**src/rtl/x_shift_32_sched.sv**
```systemverilog
// x_shift_32_sched: round-robin scheduler sharing one 32-bit serial shift line
// between two word clients. Optional sent-word self-check: X_SHIFT_32_SCHED_CHECK_EN.
module x_shift_32_sched #(
    parameter int LAT = 32
) (
    input  logic        i_clk,
    input  logic        i_rst_n,
    input  logic [1:0]  i_req_valid,
    output logic [1:0]  o_req_ready,
    input  logic [31:0] i_req_data0,
    input  logic [31:0] i_req_data1,
    output logic        o_sh_in,
    input  logic        i_sh_out,
    output logic        o_rsp_valid,
    output logic        o_rsp_id,
    output logic [31:0] o_rsp_data,
    output logic        o_busy,
    output logic        o_err
);

    typedef enum logic {S_IDLE, S_SEND} tx_state_e;

    tx_state_e         state_q, state_d;
    logic [4:0]        cnt_q, cnt_d;
    logic [31:0]       word_q, word_d;
    logic              sh_in_q, sh_in_d;
    logic              last_q, last_d;
    logic [LAT-1:0]    vpipe_q, vpipe_d;
    logic [LAT-1:0]    fpipe_q, fpipe_d;
    logic [31:0]       asm_q, asm_d;
    logic [4:0]        rcnt_q, rcnt_d;
    logic              rsp_valid_q, rsp_valid_d;
    logic              rsp_id_q, rsp_id_d;
    logic [31:0]       rsp_data_q, rsp_data_d;
    logic [1:0]        qid_q, qid_d;
    logic              rd_q, rd_d;
    logic              wr_q, wr_d;
    logic [1:0]        qcnt_q, qcnt_d;
`ifdef X_SHIFT_32_SCHED_CHECK_EN
    logic [1:0][31:0]  qword_q, qword_d;
    logic              err_q, err_d;
`endif

    logic [1:0]  grant;
    logic [1:0]  hs_vec;
    logic        can_accept;
    logic        hs_any;
    logic        hs_id;
    logic [31:0] hs_data;
    logic        rx_v;
    logic        rx_first;
    logic [4:0]  rx_idx;
    logic        pop;

    assign can_accept  = (state_q == S_IDLE) || (cnt_q == 5'd31);
    assign o_req_ready = grant & {2{can_accept & i_rst_n}};
    assign hs_vec      = i_req_valid & o_req_ready;
    assign hs_any      = |hs_vec;
    assign hs_id       = hs_vec[1];
    assign hs_data     = hs_id ? i_req_data1 : i_req_data0;
    assign rx_v        = vpipe_q[LAT-1];
    assign rx_first    = fpipe_q[LAT-1];

    // Round-robin grant: on contention favour the requester not granted last.
    always_comb begin
        grant = 2'b00;
        case (i_req_valid)
            2'b01:   grant = 2'b01;
            2'b10:   grant = 2'b10;
            2'b11:   grant = last_q ? 2'b01 : 2'b10;
            default: grant = 2'b00;
        endcase
    end

    // TX FSM: load on handshake, shift the word out MSB-first.
    always_comb begin
        state_d = state_q;
        cnt_d   = cnt_q;
        word_d  = word_q;
        sh_in_d = sh_in_q;
        last_d  = last_q;
        if (hs_any) begin
            state_d = S_SEND;
            cnt_d   = 5'd0;
            word_d  = hs_data;
            sh_in_d = hs_data[31];
            last_d  = hs_id;
        end else if (state_q == S_SEND) begin
            if (cnt_q == 5'd31) begin
                state_d = S_IDLE;
                cnt_d   = 5'd0;
                sh_in_d = 1'b0;
            end else begin
                cnt_d   = cnt_q + 5'd1;
                sh_in_d = word_q[5'd30 - cnt_q];
            end
        end
    end

    // Bit-valid and first-bit strobes delayed to match the line latency.
    always_comb begin
        vpipe_d    = vpipe_q;
        fpipe_d    = fpipe_q;
        vpipe_d[0] = (state_q == S_SEND);
        fpipe_d[0] = (state_q == S_SEND) && (cnt_q == 5'd0);
        for (int i = 1; i < LAT; i++) begin
            vpipe_d[i] = vpipe_q[i-1];
            fpipe_d[i] = fpipe_q[i-1];
        end
    end

    // RX assembly, response generation and in-flight queue bookkeeping.
    always_comb begin
        asm_d       = asm_q;
        rcnt_d      = rcnt_q;
        rsp_valid_d = 1'b0;
        rsp_id_d    = rsp_id_q;
        rsp_data_d  = rsp_data_q;
        pop         = 1'b0;
        rx_idx      = rx_first ? 5'd0 : rcnt_q;
`ifdef X_SHIFT_32_SCHED_CHECK_EN
        err_d       = err_q;
        qword_d     = qword_q;
`endif
        if (rx_v) begin
            asm_d  = {asm_q[30:0], i_sh_out};
            rcnt_d = rx_idx + 5'd1;
            if (rx_idx == 5'd31) begin
                pop         = 1'b1;
                rsp_valid_d = 1'b1;
                rsp_id_d    = qid_q[rd_q];
                rsp_data_d  = asm_d;
`ifdef X_SHIFT_32_SCHED_CHECK_EN
                err_d       = err_q | (asm_d != qword_q[rd_q]);
`endif
            end
        end
        qid_d = qid_q;
        wr_d  = wr_q;
        rd_d  = rd_q;
        if (hs_any) begin
            qid_d[wr_q] = hs_id;
`ifdef X_SHIFT_32_SCHED_CHECK_EN
            qword_d[wr_q] = hs_data;
`endif
            wr_d = ~wr_q;
        end
        if (pop) begin
            rd_d = ~rd_q;
        end
        qcnt_d = qcnt_q + {1'b0, hs_any} - {1'b0, pop};
    end

    // State registers; reset drops every frame in transmit or in flight.
    always_ff @(posedge i_clk) begin
        if (!i_rst_n) begin
            state_q     <= S_IDLE;
            cnt_q       <= '0;
            word_q      <= '0;
            sh_in_q     <= 1'b0;
            last_q      <= 1'b1;
            vpipe_q     <= '0;
            fpipe_q     <= '0;
            asm_q       <= '0;
            rcnt_q      <= '0;
            rsp_valid_q <= 1'b0;
            rsp_id_q    <= 1'b0;
            rsp_data_q  <= '0;
            qid_q       <= '0;
            rd_q        <= 1'b0;
            wr_q        <= 1'b0;
            qcnt_q      <= '0;
`ifdef X_SHIFT_32_SCHED_CHECK_EN
            qword_q     <= '0;
            err_q       <= 1'b0;
`endif
        end else begin
            state_q     <= state_d;
            cnt_q       <= cnt_d;
            word_q      <= word_d;
            sh_in_q     <= sh_in_d;
            last_q      <= last_d;
            vpipe_q     <= vpipe_d;
            fpipe_q     <= fpipe_d;
            asm_q       <= asm_d;
            rcnt_q      <= rcnt_d;
            rsp_valid_q <= rsp_valid_d;
            rsp_id_q    <= rsp_id_d;
            rsp_data_q  <= rsp_data_d;
            qid_q       <= qid_d;
            rd_q        <= rd_d;
            wr_q        <= wr_d;
            qcnt_q      <= qcnt_d;
`ifdef X_SHIFT_32_SCHED_CHECK_EN
            qword_q     <= qword_d;
            err_q       <= err_d;
`endif
        end
    end

    assign o_sh_in     = sh_in_q;
    assign o_rsp_valid = rsp_valid_q;
    assign o_rsp_id    = rsp_id_q;
    assign o_rsp_data  = rsp_data_q;
    assign o_busy      = (state_q == S_SEND) || (qcnt_q != 2'd0);
`ifdef X_SHIFT_32_SCHED_CHECK_EN
    assign o_err       = err_q;
`else
    assign o_err       = 1'b0;
`endif

endmodule
```
**config.mk**
```make
export PLATFORM = sky130hd
export DESIGN_NAME = x_shift_32_sched
export DESIGN_NICKNAME = d
export VERILOG_FILES = /design/src/rtl/x_shift_32_sched.sv
export SDC_FILE = /design/constraint.sdc
export NUM_CORES = 1
export LEC_CHECK = 0
export ABC_AREA = 1
export ABC_CLOCK_PERIOD_IN_PS = 3170
export BUFFER_PORTS_ARGS = -buffer_cell sky130_fd_sc_hd__clkbuf_2
export CAP_MARGIN = 25
export CORE_MARGIN = 2
export CORE_UTILIZATION = 55
export DETAILED_ROUTE_END_ITERATION = 8
export GPL_ROUTABILITY_DRIVEN = 0
export PLACE_DENSITY = 0.78
export RECOVER_POWER = 25
export SLEW_MARGIN = 20
export SYNTH_ARGS = -nofsm -noshare
export SYNTH_HDL_FRONTEND = slang
export SYNTH_SLANG_ARGS = --single-unit
```
**constraint.sdc**
```tcl
create_clock -name i_clk -period 3.17 [get_ports i_clk]
set_input_delay 0 -clock i_clk [delete_from_list [all_inputs] [get_ports i_clk]]
set_output_delay 0 -clock i_clk [all_outputs]
set_load 0.005 [all_outputs]
```
# Word level (Yosys, flattened, before mapping)
# Cells that the tools add are included.
[classes]
n_bitwise = 7
n_reduce_logical = 10
multipliers = 0
add_sub_neg = 5
n_lt_le_gt_ge = 4
shifts = 0
n_mux = 20
div = 0
eq_ne = 5
[ops]
columns = ["cell", "n"]
rows = [
  ["2-to-1 mux 32 bit", 1],
  ["2-to-1 mux 1 bit", 12],
  ["adder 5 x 1 -> 5 bit, second input constant", 2],
  ["equality test 5 bit, second input constant", 2],
  ["2-to-1 mux 5 bit", 2],
  ["less-than comparator 5 x 6 -> 1 bit, second input constant", 1],
  ["one-hot mux 2 bit (3 select lines)", 1],
  ["binary-select mux 1 bit (select 5 bit)", 1],
  ["logical NOT 5 bit", 1],
  ["subtractor 5 bit, first input constant", 1],
  ["AND 2 bit", 2],
  ["equality test 2 bit, second input constant", 2],
  ["less-than comparator 1 x 2 -> 1 bit, second input constant", 2],
  ["NOT 1 bit", 4],
  ["nonzero test 2 bit", 2],
  ["OR reduction 3 bit", 1],
  ["adder 2 x 1 -> 2 bit", 1],
  ["bitwise mux 2 bit", 1],
  ["equality test 2 x 1 -> 1 bit, second input constant", 1],
  ["logical AND 1 bit", 2],
  ["logical OR 1 bit", 2],
  ["2-to-1 mux 2 bit", 1],
  ["AND reduction 2 bit", 1],
  ["OR reduction 2 bit", 1],
  ["other kinds (4)", 4],
]
[totals]
latchBits = 0
ram_bits = 0
reg_bits = 180
input_bits = 69
word_cells = 67
output_inout_bits = 39
romBits = 0
mem_count = 0

# Longest topological paths before layout
# Gate-level depths: netlist (run 1).
[logic_depth]
depth_word = 8
mapped_depth = 15
mapped_depth_nobuf = 14

# Worst setup path before layout (run 1)
# OpenSTA, ideal clock, no wires.
[synth_timing]
path_type = "flip-flop to flip-flop"
from = "reg cnt_q[0]"
to = "reg qcnt_q[1]"
setup_slack_ps = 890
period_less_slack_ps = 2280
setup_time_ps = 121
required_ps = 3049
stages_incl_launch_ff = 15
t_arrival_ps = 2160
n_path_buf = 0
path_cell_list = "dfxtp_1 ha_1 and3_1 ha_1 nor2_4 nor2_2 nand3_1 inv_2 nor2_8 inv_4 xor2_1 ha_1 xor2_1 o21ai_1 a21oi_1"
[synth_between]
elab_chain_cells = 8
[synth_rtl]
columns = ["item", "line_no", "source"]
rows = [
  ["start, declared", "24", "logic [4:0] cnt_q, cnt_d;"],
  ["start signal, assigned", "179", "cnt_q <= cnt_d;"],
  ["equality test 5 bit", "55", "assign can_accept = (state_q == S_IDLE) || (cnt_q == 5'd31);"],
  ["logical OR 1 bit", "55", ""],
  ["AND 1 bit", "56", "assign o_req_ready = grant & {2{can_accept & i_rst_n}};"],
  ["AND 2 bit", "56", ""],
  ["AND 2 bit", "57", "assign hs_vec = i_req_valid & o_req_ready;"],
  ["OR reduction 2 bit", "58", "assign hs_any = |hs_vec;"],
  ["adder 2 x 1 -> 2 bit", "151", "qcnt_d = qcnt_q + {1'b0, hs_any} - {1'b0, pop};"],
  ["subtractor 2 x 1 -> 2 bit", "151", ""],
  ["end signal, assigned", "193", "qcnt_q <= qcnt_d;"],
  ["end, declared", "38", "logic [1:0] qcnt_q, qcnt_d;"],
]
# Every way passes these cells.
# A chain may end at the register's enable or synchronous reset.

# Final worst setup path (run 1)
[layout_timing]
from = "reg cnt_q[1]"
to = "reg word_q[21]"
[layout_between]
elab_chain_cells = 6
elab_cells_between_ends = 7
cone_classes = "eq/ne: 1; mux: 1; bitwise: 3; reduce/logical: 2"
[layout_rtl]
columns = ["item", "line_no", "source"]
rows = [
  ["equality test 5 bit (*)", "55", ""],
  ["logical OR 1 bit (*)", "55", ""],
  ["AND 1 bit (*)", "56", ""],
  ["AND 2 bit (*)", "56", ""],
  ["AND 2 bit (*)", "57", ""],
  ["2-to-1 mux 32 bit or OR reduction 2 bit (tied branches)", "60, 58", ""],
  ["end signal, assigned", "180", "word_q <= word_d;"],
  ["end, declared", "25", "logic [31:0] word_q, word_d;"],
]
# Mark *: on every way between the ends. The rest lies on a longest branch, timed or not.

==> results.yml, run 1 <==
cells_and_area:
  layout.nets: 1078
  fill_cells: 836
  finished_layout_cell_area_um2: 8500
  final_cells: 1158
  flow.area_growth_from_synthesis_pct: 29.0
  postLayoutCoreUtil: 0.735
  n_antenna_cell: 0
  drive_gt1_frac: 0.141
synthesis:
  synth_nets: 923
  ys_ff_latch: 180
  avgSynthCellArea_um2: 7.78
  simple_gate_portion_of_the_synthesized_area: 0.201
  yosys.area_share.adder: 0.0133
  synth_top_family_by_area: "simple AND/OR/NAND/NOR gates"
  synth_mux_area_frac: 0
  synth_compound_gate_area_share: 0.137
  synth_top_area_share: 0.547
  synth_cell_type_count: 30
  seq_area_frac_synth: 0.547
  synth_top_cells_by_area: "sky130_fd_sc_hd__dfxtp_1 55%, sky130_fd_sc_hd__nand2_1 12%, sky130_fd_sc_hd__a21oi_1 7.7%"
  post_synth_xor_xnor_area: 0.00797
  synth-warning-count: 0
  synth_cells: 847
  synth_top_cell_by_area: "sky130_fd_sc_hd__dfxtp_1"
  synthesis.area_um2: 6590
die:
  core_um2: 11600
  total_die_area_um2: 12900
  die_h_um: 113
  floorplan.initialDensity: 0.570
  row_count: 39
  io_pins: 108
  width_of_the_chip_um: 113
sta:
  hold_viol: 0
  final.min_clock_period_ns: 2.99
  final.hold.worst_slack_ns: 0.0368
  max_freq_mhz: 334
  slew-limit-headroom: 0.360
  timing_worst_slew_pin_value_ns: 0.959
  timing_max_transition_violations_final: 0
  final-setup-viol-count: 0
  finalClockSkew_ns: 0.00753
  period_share: 0.944
worst_setup_path:
  crit_arrival_ns: 3.31
  critical_path_peak_fanout: 36
  setup.reg_to_reg.worst_slack_ns: 0.18
  critical_path.reg2reg.startpoint: "cnt_q[1]"
  required_ns: 3.49
  worstSetupPathType: "register to register"
  setup.worst_path.start_class: "register"
  timing.reg2reg.worst_path_depth: 14
  crit-reg2reg-capture: "word_q[21]"
  timing.critical_path.to_type: "register"
place:
  placed_insts: 1059
  detailedPlacementHpwl_um: 8280
  dpl-instance-area_um2: 7170
  io_buffer_count: 106
worst_hold_path:
  hold_path.startpoint: "i_req_valid[0]"
  holdCritPathClass: "primary input to register"
  holdPathEnd: "qid_q[1]"
  min_path_cells: 4
clock_network:
  clock_latency_ns: 0.42
  cts_tree: "yes"
  cts.repair_timing.setup_buffer_count: 0
  ctsLongestPathBuffers: 2
  clk_transition_reported_paths_ns: 0.06
  cts-buffers-inserted: 17
  cts-root-buf: "sky130_fd_sc_hd__clkbuf_16"
  clock_sinks: 180
  h-tree-depth: 4
pwr:
  power_density_over_the_cells_nw_per_um2: 596
  p_seq_frac: 0.464
  pwr-share-comb: 0.083
  power.net_switching_uw: 1110
  part_of_the_power_in_the_clock_network: 0.454
  irDropWorstVdd_mv: 0.387
  sw_frac_of_total: 0.218
  p_int_uw: 3960
  power.static_leakage_uw: 0.00423
detailed_routing:
  number_of_design_rule_violations_left_after_detail_routing: 0
  vias_per_cell: 5.15
  wire_per_inst_um: 13.3
  detail-route-antenna-nets: 0
  overall_via_count_from_detail_route: 5964
  wl_um: 15400
  dr.first_iter.drc_count: 551
  firstDrtPassIters: 6
global_routing:
  wire_length_of_the_first_global_routing_pass_um: 25600
  antenna_violations_before_repair: 1
  number_of_global_route_vias_before_repair: 5717
  maximum_number_of_pins_on_one_net_before_global_route_repair: 109
  grt_use_total: 0.244
  overflow: 0
job:
  cap_viol_max_count: 0
status:
  run_status: "complete, no violations"
synth_stat cells, drive strengths merged:
| cell type | instances |
|---|---|
| nor2 | 56 |
| a21boi | 1 |
| nand3 | 56 |
| a21oi | 102 |
| a22oi | 1 |
| o21ai | 70 |
| clkinv | 2 |
| conb | 1 |
| inv | 106 |
| dfxtp | 180 |
| clkbuf | 27 |
| xor2 | 5 |
| o211ai | 3 |
| a31oi | 1 |
| nand2 | 205 |
| buf | 20 |
| ha | 7 |
| and3 | 1 |
| nor3 | 2 |
| xnor2 | 1 |
power groups by stage:
stage	Clock, µW	Sequential (µW)	Combinational, µW
floorplan	0	2390	216
global placement	0	2400	302
detailed placement	0	2400	306
CTS	2320	2350	400
global route	2410	2350	466
finish	2300	2350	419
registers in the layout, indices dropped and copies added (netlist names), 2 cells and up:
register and cells:
cnt_q 5, qcnt_q 2, qid_q 2, asm_q 31, rcnt_q 5, o_rsp_data 32, word_q 32, vpipe_q 32
fpipe_q 32
layout by cell type, fill, tap and decap left out, drive strengths merged, types with 7 or more instances in the layout:
cell type and n:
dlygate4sd3 67, clkbuf 126, inv 108, buf 11
ha 7, nand2 205, o21ai 70, dfxtp 180
a21oi 102, nand3 56, nor2 56
cell type report:
type,count,area (µm²),share of cell area
multi-input combinational,512,2380,0.280
inverter,108,408,0.0480
clock inverter,11,198,0.0233
tap,143,179,0.0210
timing repair buffer,183,1270,0.149
clock buffer,21,460,0.0542
sequential,180,3600,0.424
cells by family (layout without fill, tap and decap cells):
group	count (synthesis)	in the layout
adder cells (fa/ha/maj)	7	7
XOR/XNOR	6	6
AND/OR/NAND/NOR	320	320
flip-flops	180	180
AO/OA/AOI/OAI	178	178
buffers and inverters	155	323
other	1	1
worst max-delay path by stage:
stage | startpoint | depth (start not counted) | slack, ns | endpoint
2_1_floorplan | cnt_q[0] | 14 | 0.89 | qcnt_q[1]
3_3_place_gp | cnt_q[1] | 14 | 0.65 | qcnt_q[1]
3_5_place_dp | cnt_q[1] | 14 | 0.56 | qcnt_q[1]
4_1_cts | cnt_q[1] | 13 | 0.13 | word_q[5]
5_1_grt | cnt_q[1] | 14 | -0.02 | word_q[21]
6_report | cnt_q[1] | 14 | 0.18 | word_q[21]
worst max-delay path, stage by stage (launching register included):
cell and delay (ns):
sky130_fd_sc_hd__dfxtp_1 0.39, sky130_fd_sc_hd__ha_1 0.21, sky130_fd_sc_hd__and3_1 0.17, sky130_fd_sc_hd__ha_1 0.20, sky130_fd_sc_hd__nor2_4 0.08, sky130_fd_sc_hd__nor2_2 0.21
sky130_fd_sc_hd__nand3_1 0.15, sky130_fd_sc_hd__inv_2 0.34, sky130_fd_sc_hd__nor2_8 0.05, sky130_fd_sc_hd__buf_6 0.20, sky130_fd_sc_hd__nand2_1 0.12, sky130_fd_sc_hd__nand3_1 0.09
sky130_fd_sc_hd__dlygate4sd3_1 0.56, sky130_fd_sc_hd__nand2_1 0.06, sky130_fd_sc_hd__inv_1 0.05
metal layers:
metal,track usage,vias up,share of wire
li1,-,2981,-
met1,0.286,2745,0.43
met2,0.439,205,0.50
met3,0.0547,31,0.057
met4,0.0894,2,0.017
met5,0,-,0.00085
stage by stage:
step	setup WS [ns]	power, µW	setup TNS, ns
6_report	0.179	5070	0
2_1_floorplan	0.890	2600	0
5_1_grt	-0.0173	5230	-0.0173
3_5_place_dp	0.561	2700	0
3_3_place_gp	0.645	2700	0
4_1_cts	0.126	5070	0
repair_timing:
item / in CTS / in global routing
hold buffers: 67 / 0
hold endpoints to repair: 52 / 0
setup endpoints to repair: 0 / 18
resized for setup: 0 / 3
Power figures use the tool's default switching activity.
==> run 2: changes to the inputs <==
CORE_ASPECT_RATIO = 2   (was default)
==> run 2 against run 1 <==
Against the previous run:
- the run now ends with capacitance limit, slew limit left
- routed wire length is 2.8% higher
- clock power is 13% lower
- fmax up 0.11%
- combinational power increased by 2%
- critical endpoint is now word_q[18]
- largest cell class unchanged
==> results.yml, run 2 (same netlist as run 1, synthesis figures left out) <==
status:
  run_status: "complete, but fails checks"
  violations: "capacitance limit, slew limit"
die:
  core_um2: 11700
  die_h_um: 159
  floorplan.initialDensity: 0.563
  total_die_area_um2: 12900
  io_pins: 108
  row_count: 56
  width_of_the_chip_um: 81.4
sta:
  timing_worst_slew_pin_value_ns: 1.87
  rsz0062_at_grt: "no"
  period_share: 0.943
  slew-limit-headroom: -0.249
  timing_max_transition_violations_final: 108
  totalNegativeSetupSlack_ns: 0
  hold_viol: 0
  final.min_clock_period_ns: 2.99
  max_freq_mhz: 335
  finalClockSkew_ns: 0.0104
  final-setup-viol-count: 0
pwr:
  p_int_uw: 3580
  power.net_switching_uw: 1200
  irDropWorstVdd_mv: 0.453
  pwr-share-comb: 0.089
  power.static_leakage_uw: 0.00415
  p_seq_frac: 0.491
  sw_frac_of_total: 0.252
  power_density_over_the_cells_nw_per_um2: 568
  total_power_uw: 4780
  part_of_the_power_in_the_clock_network: 0.419
detailed_routing:
  overall_via_count_from_detail_route: 5971
  wire_per_inst_um: 13.6
  wl_um: 15800
  detail-route-antenna-nets: 0
  vias_per_cell: 5.15
  dr.first_iter.drc_count: 305
  number_of_design_rule_violations_left_after_detail_routing: 0
  firstDrtPassIters: 5
cells_and_area:
  fill_cells: 901
  flow.area_growth_from_synthesis_pct: 27.5
  drive_gt1_frac: 0.135
  layout.nets: 1078
  most_frequent_cells_in_the_layout: "204 x sky130_fd_sc_hd__nand2_1, 180 x sky130_fd_sc_hd__dfxtp_1, 102 x sky130_fd_sc_hd__a21oi_1, 101 x sky130_fd_sc_hd__inv_1, 85 x sky130_fd_sc_hd__clkbuf_2"
  mostFrequentLayoutCell: "sky130_fd_sc_hd__nand2_1"
  n_antenna_cell: 0
place:
  detailedPlacementHpwl_um: 9620
  io_buffer_count: 106
clock_network:
  clock_sinks: 180
  cts_tree: "yes"
  cts-root-buf: "sky130_fd_sc_hd__clkbuf_16"
  cts-buffers-inserted: 17
  ctsLongestPathBuffers: 2
  clk_transition_reported_paths_ns: 0.07
  h-tree-depth: 4
  clock_latency_ns: 0.42
global_routing:
  maximum_number_of_pins_on_one_net_before_global_route_repair: 108
  wire_length_of_the_first_global_routing_pass_um: 26300
  antenna_violations_before_repair: 0
  grt_use_total: 0.258
  number_of_global_route_vias_before_repair: 5900
  overflow: 0
worst_setup_path:
  timing.reg2reg.worst_path_depth: 13
  setup.worst_path.start_class: "register"
  timing.critical_path.to_type: "register"
  critical_path_peak_fanout: 36
  required_ns: 3.45
  worstSetupPathType: "register to register"
  crit_arrival_ns: 3.27
job:
  cap_viol_max_count: 1
worst_hold_path:
  holdCritPathClass: "primary input to register"
  min_path_cells: 5
## run 2: per-layer routing
layer	wire, µm	GRT usage	vias up
met2	8650	0.465	208
met4	568	0.128	0
met3	766	0.0523	44
met1	5810	0.272	2741
met5	0	0	-
li1	-	-	2978
## run 2: worst paths after layout
kind	slack, ns	endpoint	from
worst max-delay path	0.18	word_q[18]	cnt_q[1]
worst min-delay path	0.01	word_q[9]	i_req_data0[9]
worst max register to register	0.18	word_q[18]	cnt_q[1]
worst min register to register	0.41	vpipe_q[8]	vpipe_q[7]
## run 2: power by group through the flow
stage | Sequential [µW] | Clock [µW] | Combinational, µW
floorplan | 2390 | 0 | 216
global placement | 2400 | 0 | 311
detailed placement | 2400 | 0 | 317
CTS | 2340 | 2040 | 407
global route | 2350 | 2140 | 472
finish | 2350 | 2000 | 427
## run 2: cell type report
cell class	count	area [µm²]	area share
inverters	108	408	0.0485
clock buffers	18	439	0.0522
multi-input cells	512	2380	0.284
well taps	145	181	0.0216
repair buffers	183	1250	0.149
clock inverters	14	139	0.0165
flip-flops and latches	180	3600	0.429
## run 2: critical path, stage by stage (launching register included)
cell,delay [ns]
sky130_fd_sc_hd__dfxtp_1,0.34
sky130_fd_sc_hd__ha_1,0.21
sky130_fd_sc_hd__and3_1,0.18
sky130_fd_sc_hd__ha_1,0.20
sky130_fd_sc_hd__nor2_4,0.20
sky130_fd_sc_hd__nor2_2,0.10
sky130_fd_sc_hd__nand3_1,0.13
sky130_fd_sc_hd__inv_2,0.19
sky130_fd_sc_hd__nor2_8,0.16
sky130_fd_sc_hd__buf_6,0.27
sky130_fd_sc_hd__a21oi_1,0.07
sky130_fd_sc_hd__dlygate4sd3_1,0.57
sky130_fd_sc_hd__a21oi_1,0.15
sky130_fd_sc_hd__nor2_1,0.06
## run 2: per-stage QoR
stage / utilization / std cells / hold slack (ns) / worst slack [ns] / cell area [µm²]
global route: 0.718 / 1160 / 0.0504 / 0.00911 / 8410
global placement: 0.614 / 1062 / 0.250 / 0.578 / 7180
detailed placement: 0.614 / 1062 / 0.255 / 0.508 / 7180
finish: 0.718 / 1160 / 0.0116 / 0.182 / 8410
floorplan: - / 847 / 0.161 / 0.890 / 6590
CTS: 0.720 / 1160 / 0.0000235 / 0.0952 / 8420
## run 2: what timing repair did
action,4_1_cts,5_1_grt
setup buffers,0,0
hold buffers,66,0
setup endpoints to repair,0,20
hold endpoints to repair,63,0
gates resized for setup,0,3
